### config.mk
export PLATFORM = sky130hd
export DESIGN_NAME = serial_bitwise_unit
export DESIGN_NICKNAME = d
export VERILOG_FILES = /design/src/rtl/serial_bitwise_pkg.sv /design/src/rtl/serial_bitwise_unit_bit_logic_cell.sv /design/src/rtl/serial_bitwise_unit.sv
export SDC_FILE = /design/constraint.sdc
export NUM_CORES = 1
export LEC_CHECK = 0
export CORE_ASPECT_RATIO = 0.6
export CORE_UTILIZATION = 30
export DETAILED_ROUTE_END_ITERATION = 7
export DONT_BUFFER_PORTS = 1
export GPL_TIMING_DRIVEN = 0
export PLACE_DENSITY = 0.41
export SYNTH_ARGS = -nofsm -noshare
export SYNTH_HDL_FRONTEND = slang
export SYNTH_SLANG_ARGS = --single-unit
export TNS_END_PERCENT = 20
### constraint.sdc
create_clock -name clk -period 2.5 [get_ports clk]
set_clock_uncertainty 0.15 [all_clocks]
set_input_delay 0.25 -clock clk [delete_from_list [all_inputs] [get_ports clk]]
set_output_delay 0.25 -clock clk [all_outputs]
set_load 0.02 [all_outputs]
### src/rtl/serial_bitwise_pkg.sv
// serial_bitwise_pkg: opcode and FSM state encodings shared by the serial and parallel logic units.
`default_nettype none

package serial_bitwise_pkg;

  localparam logic [1:0] OP_AND = 2'b00;
  localparam logic [1:0] OP_OR  = 2'b01;
  localparam logic [1:0] OP_XOR = 2'b10;
  localparam logic [1:0] OP_NOR = 2'b11;

  typedef enum logic [1:0] {
    ST_IDLE  = 2'b00,
    ST_SHIFT = 2'b01,
    ST_DONE  = 2'b10
  } state_e;

endpackage

`default_nettype wire

### src/rtl/serial_bitwise_unit_bit_logic_cell.sv
// bit_logic_cell: single-bit combinational logic function r = f(op, a, b).
`default_nettype none

module bit_logic_cell
  import serial_bitwise_pkg::*;
(
  input  logic [1:0] op_i,
  input  logic       a_i,
  input  logic       b_i,
  output logic       r_o
);

  always_comb begin
    r_o = 1'b0;
    case (op_i)
      OP_AND:  r_o = a_i & b_i;
      OP_OR:   r_o = a_i | b_i;
      OP_XOR:  r_o = a_i ^ b_i;
      OP_NOR:  r_o = ~(a_i | b_i);
      default: r_o = 1'b0;
    endcase
  end

endmodule

`default_nettype wire

### src/rtl/serial_bitwise_unit.sv
// serial_bitwise_unit: handshaked bit-serial AND/OR/XOR/NOR unit, one result bit per cycle, LSB first.
`default_nettype none

module serial_bitwise_unit
  import serial_bitwise_pkg::*;
#(
  parameter int WIDTH = 4
) (
  input  logic             clk,
  input  logic             rst_n,
  input  logic             in_valid,
  output logic             in_ready,
  input  logic [WIDTH-1:0] in1,
  input  logic [WIDTH-1:0] in2,
  input  logic [1:0]       op,
  output logic             out_valid,
  input  logic             out_ready,
  output logic [WIDTH-1:0] out_result,
  output logic             busy
);

  localparam int             CW       = (WIDTH > 1) ? $clog2(WIDTH) : 1;
  localparam logic [CW-1:0]  CNT_LAST = CW'(WIDTH - 1);

  state_e           state_q, state_d;
  logic [WIDTH-1:0] a_q, a_d;
  logic [WIDTH-1:0] b_q, b_d;
  logic [WIDTH-1:0] res_q, res_d;
  logic [1:0]       op_q, op_d;
  logic [CW-1:0]    cnt_q, cnt_d;
  logic             bit_r;

  bit_logic_cell u_cell (
    .op_i (op_q),
    .a_i  (a_q[0]),
    .b_i  (b_q[0]),
    .r_o  (bit_r)
  );

  always_ff @(posedge clk or negedge rst_n) begin
    if (!rst_n) begin
      state_q <= ST_IDLE;
      a_q     <= '0;
      b_q     <= '0;
      res_q   <= '0;
      op_q    <= '0;
      cnt_q   <= '0;
    end else begin
      state_q <= state_d;
      a_q     <= a_d;
      b_q     <= b_d;
      res_q   <= res_d;
      op_q    <= op_d;
      cnt_q   <= cnt_d;
    end
  end

  always_comb begin
    state_d   = state_q;
    a_d       = a_q;
    b_d       = b_q;
    res_d     = res_q;
    op_d      = op_q;
    cnt_d     = cnt_q;
    in_ready  = 1'b0;
    out_valid = 1'b0;
    busy      = 1'b1;

    case (state_q)
      ST_IDLE: begin
        in_ready = 1'b1;
        busy     = 1'b0;
        if (in_valid) begin
          a_d     = in1;
          b_d     = in2;
          op_d    = op;
          cnt_d   = '0;
          res_d   = '0;
          state_d = ST_SHIFT;
        end
      end
      ST_SHIFT: begin
        res_d = {bit_r, res_q[WIDTH-1:1]};
        a_d   = a_q >> 1;
        b_d   = b_q >> 1;
        // Counter parks at its terminal value instead of wrapping; reloaded on accept.
        if (cnt_q == CNT_LAST) begin
          state_d = ST_DONE;
        end else begin
          cnt_d = cnt_q + CW'(1);
        end
      end
      ST_DONE: begin
        out_valid = 1'b1;
        if (out_ready) begin
          state_d = ST_IDLE;
        end
      end
      default: begin
        state_d = ST_IDLE;
      end
    endcase
  end

  assign out_result = res_q;

endmodule

`default_nettype wire

==> reports/qor.yml, run 1 <==
cts_num_sinks: 18
max_freq_ghz: 0.603
antenna_cells: 0
whs_ns: 0.0347
final_area_um2: 1030
path_delay_family: "flip-flops"
final_common_cell: "dfrtp_1"
period_needed_ns: 1.66
die_area_um2: 3260
cts_root_buf: "clkbuf_8"
place_inst: 128
coreArea_um2: 2870
synth-edff-count: 0
cts_buffer_depth: 2
start_kind: "flop"
tightest_slew_ns: 0.830
fin_tns_setup_ns: 0
finalCritPeriodShare_pct: 66.3
area_growth_pct: 13.6
syn_avg_cell_area_um2: 10.6
detail_route.wl_per_cell_um: 14.9
synth_flop_cell: "dfrtp_1"
worstPathCellList: "buf_2 -> and2b_1"
final-instance-count-excl-fill: 134
die_y_um: 44.7
grt_pass1_wl_mm: 3.14
setup_viol: 0
dr.pass1.iters: 3
layout_common_cells: "dfrtp_1 (18), o21ai_1 (8), nor2b_1 (7), a22o_1 (7)"
portBuffers: 0
crit_path_end_kind: "output pin"
placed_area_um2: 962
cp.arrival_ns: 1.26
die_w_um: 73.1
initial_core_util_pct: 31.7
crit_fanout: 10
status: "finished clean"
syn_inst: 86
path_class: "reg -> out"
grt_pass1_vias: 609
slew_headroom_pct: 44.5
max-cap-violations: 0
synth_warnings: 0
ys_seq_area_share_pct: 49.5
netlist_area_um2: 910
cp_slowest_cell: "dfrtp_1"
finalWeightedCongestion: 0.687
cts_tree: "yes"
ys_ff_latch: 18
gr-total-overflow: 0
grt.total_usage_pct: 13.7
antenna_found_initial: 0
routed_via_density: 4.79
hp-class: "in -> reg"
grt_max_degree: 19
worstPathRequired_ns: 2.10
synth_nets: 103
final_nets: 111
synthArstFlopShare_pct: 100
drt_iter0_markers: 25
rsz0062_at_grt: "no"
num_rows: 15
antenna_left: 0
ys_types: 23
ir_worst_vdd_mv: 0.419
p_per_area_nw_per_um2: 1250
drive_gt1_share_pct: 15.2
crit_path_max_incr_delay_ns: 0.45
hpwlAfterDp_mm: 1.42
worst-path-buf-inv: 1
h-tree-depth: 1
drc: 0
cts_buffers: 3
p_leak_uw: 0.000466
wirelength_mm: 2.00
vias: 642
clk_pin_slew_ns: 0.07
cts_setup_buffers: 0
maxSlewViolCount: 0
total_power_uw: 1290
finalHoldViolCount: 0
boundaryPins: 21
clk_latency_ns: 0.25
through the flow:
step	worst slack, ns	utilization (%)
6_report	0.842	36.0
5_1_grt	0.731	36.0
4_1_cts	0.829	36.0
3_5_place_dp	0.990	33.5
3_3_place_gp	0.993	33.5
2_1_floorplan	1.08	-
kinds of logic after synthesis:
family	share of synthesized area (%)
mux	6.05
simple gates	10.3
buf+inv	5.50
compound gates	23.5
xor+xnor	0.963
fa+ha+maj	4.13
flops	49.5
per-layer routing:
layer  GRT usage, %  wire length [um]  vias to the layer above
li1               -                 -                      323
met1           19.6              1090                      304
met2           19.1               803                       13
met3           5.92                87                        2
met4           2.35                 8                        0
met5              0                 0                        -
layout make-up:
class                      count  area [um^2]
buffer                         5         27.5
clock buffer                   3         41.3
fill                         293         1840
inverter                       6         22.5
multi-input combinational     57          409
sequential                    18          450
tap                           42         52.6
timing repair buffer           3         30.0
cells in the mapped netlist (2+ instances only):
| cell | number | area share, % |
|---|---|---|
| a22oi_1 | 6 | 5.0 |
| o21ai_1 | 8 | 4.4 |
| nand2_1 | 4 | 1.7 |
| a22o_1 | 7 | 6.7 |
| a21oi_1 | 6 | 3.3 |
| inv_1 | 6 | 2.5 |
| nor2_1 | 2 | 0.83 |
| nor2b_1 | 7 | 4.8 |
| ha_1 | 3 | 4.1 |
| buf_2 | 4 | 2.2 |
| dfrtp_1 | 18 | 50 |
| mux2_2 | 3 | 3.7 |
| a2bb2oi_1 | 2 | 1.9 |
registers in the layout (all words and copies together) (netlist names):
register    cells
state_q         2
op_q            2
b_q             4
cnt_q           2
out_result      4
a_q             4
timing repair:
item	4_1_cts	5_1_grt
resized for setup	0	0
hold buffers	3	0
hold endpoints to repair	20	0
final timing paths:
check	startpoint	to	slack, ns	cells past startpoint
worst max-delay path	state_q[1]	out_valid	0.84	2
worst min-delay path	in2[0]	b_q[0]	0.03	2
worst max register to register	b_q[0]	out_result[3]	0.98	5
worst min register to register	a_q[3]	a_q[3]	0.36	2
max in group asynchronous	rst_n	a_q[3]	1.29	1
min in group asynchronous	rst_n	op_q[0]	0.40	1
power breakdown:
group | internal, uW | switching (uW)
clock | 107 | 87.3
sequential | 416 | 147
combinational | 258 | 278
Note: power is estimated with default switching activity, not from simulation.
==> run 2, diff against run 1 <==
clock period = 1.6 ns   (was 2.5 ns; I/O delays follow)
==> run 2 against run 1 <==
Compared with the run above:
- register-to-register slack worse by 0.90 ns
- power increased by 59%
- largest cell class unchanged
- clock-buffer cell count is the same
- largest power group unchanged
==> reports/qor.yml, run 2 (synthesis gave the netlist of run 1 again) <==
status: "finished clean"
slew_headroom_pct: 44.7
rsz0062_at_grt: "no"
coreArea_um2: 2870
clk_latency_ns: 0.25
crit_fanout: 3
internal-power_uw: 1240
routed_via_density: 4.71
die_w_um: 73.1
worstPathRequired_ns: 1.59
start_kind: "flop"
fillers: 293
whs_ns: 0.172
seq_power_share_pct: 43.0
cp.arrival_ns: 1.51
cp_slowest_cell: "dfrtp_1"
vias: 678
antenna_left: 0
cts_tree: "yes"
drc: 0
cts_root_buf: "clkbuf_8"
final_area_um2: 1140
drive_gt1_share_pct: 14.7
grt_pass1_wl_mm: 3.24
max_freq_ghz: 0.657
max-cap-violations: 0
cts_buffer_depth: 2
drt_iter0_markers: 20
boundaryPins: 21
finalCritPeriodShare_pct: 95.1
total_power_uw: 2050
worstPathCellList: "inv_1 -> ha_1 -> mux2_2 -> a32oi_1 -> nand2_1"
cts_setup_buffers: 0
combPwrFrac_pct: 42.2
grt_pass1_vias: 637
final_nets: 121
hpwlAfterDp_mm: 1.42
crit_path_max_incr_delay_ns: 0.39
switching_power_uw: 810
wirelength_mm: 2.02
finalHoldViolCount: 0
utilization_pct: 39.6
grt.total_usage_pct: 14.1
setup_viol: 0
placed_area_um2: 962
p_leak_uw: 0.000507
period_needed_ns: 1.52
p_per_area_nw_per_um2: 1800
gr-total-overflow: 0
ir_worst_vdd_mv: 0.668
finalWeightedCongestion: 0.687
portBuffers: 0
final_common_cell: "dfrtp_1"
path_class: "reg -> reg"
clkPwrFrac_pct: 14.8
cts_buffers: 3
num_rows: 15
antenna_found_initial: 0
antenna_cells: 0
cts_num_sinks: 18
die_area_um2: 3260
area_growth_pct: 25.0
worst-path-buf-inv: 1
tightest_slew_ns: 0.826
hp-class: "in -> reg"
detail_route.wl_per_cell_um: 14.0
grt_max_degree: 19
crit_path_end_kind: "flop"
path_delay_family: "flip-flops"
die_y_um: 44.7
clk_pin_slew_ns: 0.07
fin_tns_setup_ns: 0
initial_core_util_pct: 31.7
h-tree-depth: 1
dr.pass1.iters: 4
layout_common_cells: "dfrtp_1 (18), dlygate4sd3_1 (13), o21ai_1 (8), nor2b_1 (7), a22o_1 (7)"
swShare_pct: 39.5
maxSlewViolCount: 0
run 2: cell count changes in the layout (fill, tap and decap cells not counted), sizes merged:
cell and delta:
clkbuf +1, buf -1, dlygate4sd3 +10
run 2: layer usage:
metal | vias to the layer above | GRT usage, % | share of wire [%]
met2 | 12 | 19.8 | 41
met4 | 0 | 2.35 | 0.40
met3 | 2 | 5.47 | 3.8
li1 | 342 | - | -
met1 | 322 | 20.6 | 55
met5 | - | 0 | 0
run 2: cell type report:
class / count / area (um^2) / share of cell area (%)
Tap cell: 42 / 52.6 / 4.62
Timing Repair Buffer: 13 / 130 / 11.4
Clock buffer: 3 / 41.3 / 3.63
Sequential cell: 18 / 450 / 39.6
Inverter: 6 / 22.5 / 1.98
Buffer: 5 / 30.0 / 2.64
Multi-Input combinational cell: 57 / 410 / 36.1
run 2: power groups by stage:
| stage | logic [uW] | clock network [uW] | registers (uW) |
|---|---|---|---|
| floorplan | 691 | 0 | 839 |
| global placement | 823 | 0 | 883 |
| detailed placement | 837 | 0 | 888 |
| CTS | 873 | 321 | 882 |
| global route | 978 | 345 | 912 |
| finish | 864 | 303 | 882 |
run 2: path summary, 6_finish.rpt:
check	from	end	slack, ns	cells past startpoint
min in group asynchronous	rst_n	op_q[0]	0.31	1
hold reg to reg	a_q[3]	a_q[3]	0.36	2
max in group asynchronous	rst_n	b_q[3]	0.48	1
hold / removal	in_valid	state_q[0]	0.17	3
setup / recovery	b_q[0]	out_result[3]	0.08	5
setup reg to reg	b_q[0]	out_result[3]	0.08	5
run 2: through the flow:
step / instances / worst slack, ns
4_1_cts: 144 / 0.0190
2_1_floorplan: 86 / 0.175
3_5_place_dp: 128 / 0.0899
3_3_place_gp: 128 / 0.0930
6_report: 144 / 0.0790
5_1_grt: 144 / 0.00437
run 2: worst register-to-register path, stage by stage, from the launching register on:
cell     delay, ns
dfrtp_1       0.39
inv_1         0.07
ha_1          0.28
mux2_2        0.26
a32oi_1       0.19
nand2_1       0.07
run 2: repair_timing:
item / 4_1_cts / 5_1_grt
hold endpoints to repair: 29 / 0
resized for setup: 0 / 2
endpoints found under the setup margin: 0 / 1
hold buffers: 13 / 0
